--- src/rtl/shot_control_if.sv ---
// Player-input / launch-output bundle between the key front end, shot_control
// and the tank bullet block.
interface shot_control_if;
  logic       fire_key;
  logic       left_key;
  logic       right_key;
  logic       shoot;
  logic [1:0] Direction;
  logic [9:0] y_component;
  logic [3:0] charge_level;
  logic       busy;

  modport master (
    output fire_key, left_key, right_key,
    input  shoot, Direction, y_component, charge_level, busy
  );

  modport slave (
    input  fire_key, left_key, right_key,
    output shoot, Direction, y_component, charge_level, busy
  );
endinterface

--- src/rtl/shot_control.sv ---
// Hold-to-charge, release-to-fire launcher feeding the tank bullet block.
// One state step per video frame; a cooldown blocks re-fire until the key is released.
module shot_control #(
  parameter int CHARGE_MAX = 15,
  parameter int CHARGE_DIV = 4,
  parameter int MIN_VY     = 2,
  parameter int COOLDOWN   = 60
) (
  input logic           frame_clk,
  input logic           Reset,
  shot_control_if.slave bus
);

  localparam int DIV_W = (CHARGE_DIV > 1) ? $clog2(CHARGE_DIV) : 1;
  localparam int CNT_W = (COOLDOWN > 1) ? $clog2(COOLDOWN) : 1;
  localparam logic [DIV_W-1:0] DIV_LAST = DIV_W'(CHARGE_DIV - 1);
  localparam logic [CNT_W-1:0] CNT_INIT = CNT_W'(COOLDOWN - 1);
  localparam logic [3:0]       CHG_SAT  = 4'(CHARGE_MAX);

  typedef enum logic [1:0] {
    ST_IDLE     = 2'd0,
    ST_CHARGE   = 2'd1,
    ST_FIRE     = 2'd2,
    ST_COOLDOWN = 2'd3
  } state_t;

  state_t           state_r, state_next_s;
  logic [3:0]       charge_r, charge_next_s;
  logic [DIV_W-1:0] div_r, div_next_s;
  logic [CNT_W-1:0] cnt_r, cnt_next_s;
  logic [9:0]       y_r, y_next_s;
  logic [1:0]       dir_r, dir_next_s;
  logic             shoot_r, busy_r;

  // Next-state, charge/divider, cooldown counter and launch-velocity latch.
  always_comb begin
    state_next_s  = state_r;
    charge_next_s = charge_r;
    div_next_s    = div_r;
    cnt_next_s    = cnt_r;
    y_next_s      = y_r;
    case (state_r)
      ST_IDLE: begin
        if (bus.fire_key) begin
          state_next_s  = ST_CHARGE;
          charge_next_s = 4'd0;
          div_next_s    = '0;
        end else begin
          state_next_s  = ST_IDLE;
        end
      end
      ST_CHARGE: begin
        if (bus.fire_key) begin
          if (div_r == DIV_LAST) begin
            div_next_s = '0;
            if (charge_r < CHG_SAT) begin
              charge_next_s = charge_r + 4'd1;
            end else begin
              charge_next_s = CHG_SAT;
            end
          end else begin
            div_next_s = div_r + DIV_W'(1);
          end
        end else begin
          // Release wins over a same-frame divider wrap: launch with the current charge.
          y_next_s      = 10'd0 - (10'(MIN_VY) + {6'd0, charge_r});
          charge_next_s = 4'd0;
          div_next_s    = '0;
          state_next_s  = ST_FIRE;
        end
      end
      ST_FIRE: begin
        state_next_s  = ST_COOLDOWN;
        cnt_next_s    = CNT_INIT;
        charge_next_s = 4'd0;
      end
      ST_COOLDOWN: begin
        if (cnt_r != '0) begin
          cnt_next_s = cnt_r - CNT_W'(1);
        end else if (!bus.fire_key) begin
          state_next_s = ST_IDLE;
        end else begin
          state_next_s = ST_COOLDOWN;
        end
      end
      default: begin
        state_next_s  = ST_IDLE;
        charge_next_s = 4'd0;
        div_next_s    = '0;
        cnt_next_s    = '0;
      end
    endcase
  end

  // Steering latch; frozen while a bullet is in flight.
  always_comb begin
    dir_next_s = dir_r;
    if ((state_r == ST_IDLE) || (state_r == ST_CHARGE)) begin
      if (bus.left_key && !bus.right_key) begin
        dir_next_s = 2'b00;
      end else if (bus.right_key && !bus.left_key) begin
        dir_next_s = 2'b01;
      end else begin
        dir_next_s = dir_r;
      end
    end else begin
      dir_next_s = dir_r;
    end
  end

  // State, counters and registered outputs.
  always_ff @(posedge frame_clk or posedge Reset) begin
    if (Reset) begin
      state_r  <= ST_IDLE;
      charge_r <= 4'd0;
      div_r    <= '0;
      cnt_r    <= '0;
      y_r      <= 10'd0;
      dir_r    <= 2'b01;
      shoot_r  <= 1'b0;
      busy_r   <= 1'b0;
    end else begin
      state_r  <= state_next_s;
      charge_r <= charge_next_s;
      div_r    <= div_next_s;
      cnt_r    <= cnt_next_s;
      y_r      <= y_next_s;
      dir_r    <= dir_next_s;
      shoot_r  <= (state_next_s == ST_FIRE);
      busy_r   <= (state_next_s == ST_FIRE) || (state_next_s == ST_COOLDOWN);
    end
  end

  assign bus.shoot        = shoot_r;
  assign bus.Direction    = dir_r;
  assign bus.y_component  = y_r;
  assign bus.charge_level = charge_r;
  assign bus.busy         = busy_r;

endmodule
--- src/flat_wrapper.sv ---
// flat-port wrapper written by rule: the top's interface ports become plain ports
module shot_control_flat 
#(
  parameter int CHARGE_MAX = 15,
  parameter int CHARGE_DIV = 4,
  parameter int MIN_VY     = 2,
  parameter int COOLDOWN   = 60
)
  (frame_clk, Reset, bus_fire_key, bus_left_key, bus_right_key, bus_shoot, bus_Direction, bus_y_component, bus_charge_level, bus_busy);
  shot_control_if bus_i ();
  input logic frame_clk;
  input logic Reset;
  input wire logic [$bits(bus_i.fire_key)-1:0] bus_fire_key;
  input wire logic [$bits(bus_i.left_key)-1:0] bus_left_key;
  input wire logic [$bits(bus_i.right_key)-1:0] bus_right_key;
  output wire logic [$bits(bus_i.shoot)-1:0] bus_shoot;
  output wire logic [$bits(bus_i.Direction)-1:0] bus_Direction;
  output wire logic [$bits(bus_i.y_component)-1:0] bus_y_component;
  output wire logic [$bits(bus_i.charge_level)-1:0] bus_charge_level;
  output wire logic [$bits(bus_i.busy)-1:0] bus_busy;
  assign bus_i.fire_key = bus_fire_key;
  assign bus_i.left_key = bus_left_key;
  assign bus_i.right_key = bus_right_key;
  assign bus_shoot = bus_i.shoot;
  assign bus_Direction = bus_i.Direction;
  assign bus_y_component = bus_i.y_component;
  assign bus_charge_level = bus_i.charge_level;
  assign bus_busy = bus_i.busy;
  shot_control #(.CHARGE_MAX(CHARGE_MAX), .CHARGE_DIV(CHARGE_DIV), .MIN_VY(MIN_VY), .COOLDOWN(COOLDOWN)) u_core (.frame_clk(frame_clk), .Reset(Reset), .bus(bus_i));
endmodule
--- config.mk ---
export PLATFORM = sky130hd
export DESIGN_NAME = shot_control_flat
export DESIGN_NICKNAME = d
export VERILOG_FILES = /design/src/rtl/shot_control_if.sv /design/src/rtl/shot_control.sv /design/src/flat_wrapper.sv
export SDC_FILE = /design/constraint.sdc
export NUM_CORES = 1
export LEC_CHECK = 0
export BUFFER_PORTS_ARGS = -buffer_cell sky130_fd_sc_hd__buf_2
export CORE_MARGIN = 2
export CORE_UTILIZATION = 49
export DETAILED_ROUTE_END_ITERATION = 6
export PLACE_DENSITY = 0.68
export SYNTH_ARGS = -nofsm -noshare
export SYNTH_HDL_FRONTEND = slang
export SYNTH_SLANG_ARGS = --single-unit
--- constraint.sdc ---
create_clock -name frame_clk -period 2.7 [get_ports frame_clk]
set_input_delay 0.135 -clock frame_clk [delete_from_list [all_inputs] [get_ports frame_clk]]
set_output_delay 0.135 -clock frame_clk [all_outputs]
set_load 0.05 [all_outputs]
==> results_dict.tcl <==
set metrics [dict create \
    synthAdderAreaFrac_pct 7.53 \
    place_ws_ns 0.727 \
    syn_to_final_growth_pct 10.1 \
    fin_crit_ns 1.99 \
    grt_pass1_wl_mm 4.25 \
    routedWlPerCell_microns 13.0 \
    netlist-cell-type-count 38 \
    cts_resized 0 \
    fin_crit_sh_pct 73.6 \
    synth.area.mux_share_pct 2.45 \
    end_kind "register" \
    slew_violations 0 \
    cts_tree "built" \
    max_cap_viol_count 0 \
    cp_data_required_time_ns 2.90 \
    antenna_found_initial 0 \
    final_cell_mix "25 x dfrtp_1, 21 x buf_2, 16 x nand2_1" \
    fillCellCount 255 \
    path_max_fanout 17 \
    drcViolationCount 0 \
    fin_skew_ns 0.00242 \
    drive_gt1_share_pct 20.3 \
    clock_latency_ns 0.32 \
    final_hold_viol_count 0 \
    fmax_mhz 503 \
    status "finished, final reports clean" \
    arrival_ns 2.19 \
    die_h_microns 56.1 \
    clock_path_buffers 2 \
    synth_edf_count 0 \
    ant_nets 0 \
    die_width_microns 56.1 \
    slew_headroom_pct 36.1 \
    synth-xor-area-share_pct 1.98 \
    setup_viol 0 \
    gp_congestion 0.731 \
    setup_ws_ns 0.713 \
    netlist_instances 136 \
    wirelength_mm 2.38 \
    clock-sinks 26 \
    synthesis.nets 149 \
    syn_area_sq_um 1330 \
    hold_buffers 0 \
    viasPerCell 5.34 \
    synth-compound-area-share_pct 14.7 \
    yosysWarnings 0 \
    power.total_mw 1.47 \
    dp.final_hpwl_mm 1.73 \
    root_buffer "clkbuf_4" \
    synth.avg_cell_area_sq_um 9.77 \
    gr-total-overflow 0 \
    crit_type "register to register" \
    tns_ns 0 \
    final_common_cell "dfrtp_1" \
    io_pins 23 \
    dr_total_vias 978 \
    synth-simple-area-share_pct 18.1 \
    drtPass1Iterations 4 \
    ys_seq_area_share_pct 49.1 \
    ys_seq_elements 26 \
    vdd_drop_max_uv 674 \
    grt_pass1_vias 955 \
    initial_core_util_pct 52.7 \
    diodes 0 \
    powerDensity_nw_per_um2 1000 \
    grt_max_degree 27 \
    nets 167 \
    row_count 18 \
    hold_path_class "input port to async pin" \
    p_leak_nw 0.724 \
    post_cts_buffers 0 \
    cts_made_buffers 3 \
    tightest_slew_ns 0.958 \
    clk_pin_slew_ns 0.14 \
    startpoint_type "register" \
    synthArstFlopShare_pct 100 \
    htree_levels 1 \
    first_iter_violations 9 \
    portBuffers 21 \
    synth_top_family_by_area "simple AND/OR/NAND/NOR gates" \
    core_sq_um 2520 \
    synth_flop_cell "dfrtp_1" \
    dieArea_sq_um 3140 \
    rsz0062_at_grt "no" \
    grt_usage_pct 16.6 \
]
-- path summary, 6_finish.rpt --
kind / start / endpoint / slack [ns] / depth (start not counted)
setup / recovery: u_core.state_r[1]$_DFF_PP0_ / u_core.bus.y_component[5]$_DFFE_PP0P_ / 0.71 / 4
hold / removal: Reset / u_core.cnt_r[4]$_DFFE_PP0P_ / 0.01 / 2
setup reg to reg: u_core.state_r[1]$_DFF_PP0_ / u_core.bus.y_component[5]$_DFFE_PP0P_ / 0.71 / 4
hold reg to reg: u_core.bus.y_component[1]$_DFFE_PP0P_ / u_core.bus.y_component[1]$_DFFE_PP0P_ / 0.49 / 2
max in group asynchronous: Reset / u_core.div_r[0]$_DFFE_PP0P_ / 2.12 / 2
min in group frame_clk: bus_left_key / u_core.bus.Direction[0]$_DFFE_PP1P_ / 0.07 / 3
-- Yosys cell counts, types with 2 or more instances --
library cell / n / area [sq um]
dfrtp_1: 25 / 626
nand2_1: 16 / 60.1
nor2_1: 13 / 48.8
inv_1: 9 / 33.8
ha_1: 8 / 100
nand3_1: 7 / 35.0
o21ai_0: 7 / 35.0
a21oi_1: 6 / 30.0
clkbuf_1: 5 / 18.8
a21o_1: 3 / 22.5
nand2b_1: 3 / 18.8
a311oi_1: 2 / 17.5
a31oi_1: 2 / 12.5
a32o_1: 2 / 20.0
buf_4: 2 / 15.0
mux2_2: 2 / 22.5
nor2b_1: 2 / 12.5
xor2_1: 2 / 17.5
-- worst max-delay path, cell delays in order (launching register included) --
cell	delay (ns)
dfrtp_1	0.56
nor2b_1	0.31
nand2b_1	0.27
a2111oi_0	0.62
nor2_1	0.11
-- per-layer routing --
layer | GRT usage, % | vias up | wire length [microns]
met5 | 0 | - | 0
met4 | 5.10 | 0 | 13
met3 | 2.56 | 2 | 94
met2 | 26.6 | 19 | 1100
met1 | 23.3 | 459 | 1170
li1 | - | 498 | -
-- area by class of cell --
cell class / instances / area, sq um / share of cell area (%)
Sequential cell: 26 / 652 / 44.6
Multi-Input combinational cell: 93 / 598 / 40.9
Timing Repair Buffer: 21 / 105 / 7.19
Tap cell: 30 / 37.5 / 2.57
Clock buffer: 4 / 36.3 / 2.48
Inverter: 9 / 33.8 / 2.31
-- report_power, final --
| part | total, mW | leakage [nW] | switching (mW) | internal [mW] |
|---|---|---|---|---|
| Clock | 0.200 | 0.0210 | 0.117 | 0.0823 |
| Combinational | 0.648 | 0.397 | 0.451 | 0.197 |
| Sequential | 0.620 | 0.306 | 0.0971 | 0.523 |
| Total | 1.47 | 0.724 | 0.666 | 0.802 |
-- through the flow --
step / hold slack (ns) / instance area (sq um) / std cells / util (%)
2_1_floorplan: 0.174 / 1330 / 136 / -
3_3_place_gp: 0.396 / 1430 / 179 / 56.5
3_5_place_dp: 0.418 / 1430 / 179 / 56.5
4_1_cts: 0.0524 / 1460 / 183 / 58.0
5_1_grt: 0.0732 / 1460 / 183 / 58.0
6_report: 0.00962 / 1460 / 183 / 58.0
-- registers in the layout, indices dropped and copies added (netlist names) --
signal / flops
u_core.bus.charge_level: 4
u_core.div_r: 2
u_core.bus.shoot: 1
u_core.bus.y_component: 9
u_core.bus.Direction: 1
u_core.cnt_r: 6
u_core.bus.busy: 1
u_core.state_r: 2
-- logic make-up after synthesis --
group	count (synthesis)
AO/OA/AOI/OAI	29
flip-flops	26
multiplexers	3
other	1
AND/OR/NAND/NOR	49
XOR/XNOR	3
buffers and inverters	17
adder cells (fa/ha/maj)	8
Note: power is estimated with default switching activity, not from simulation.
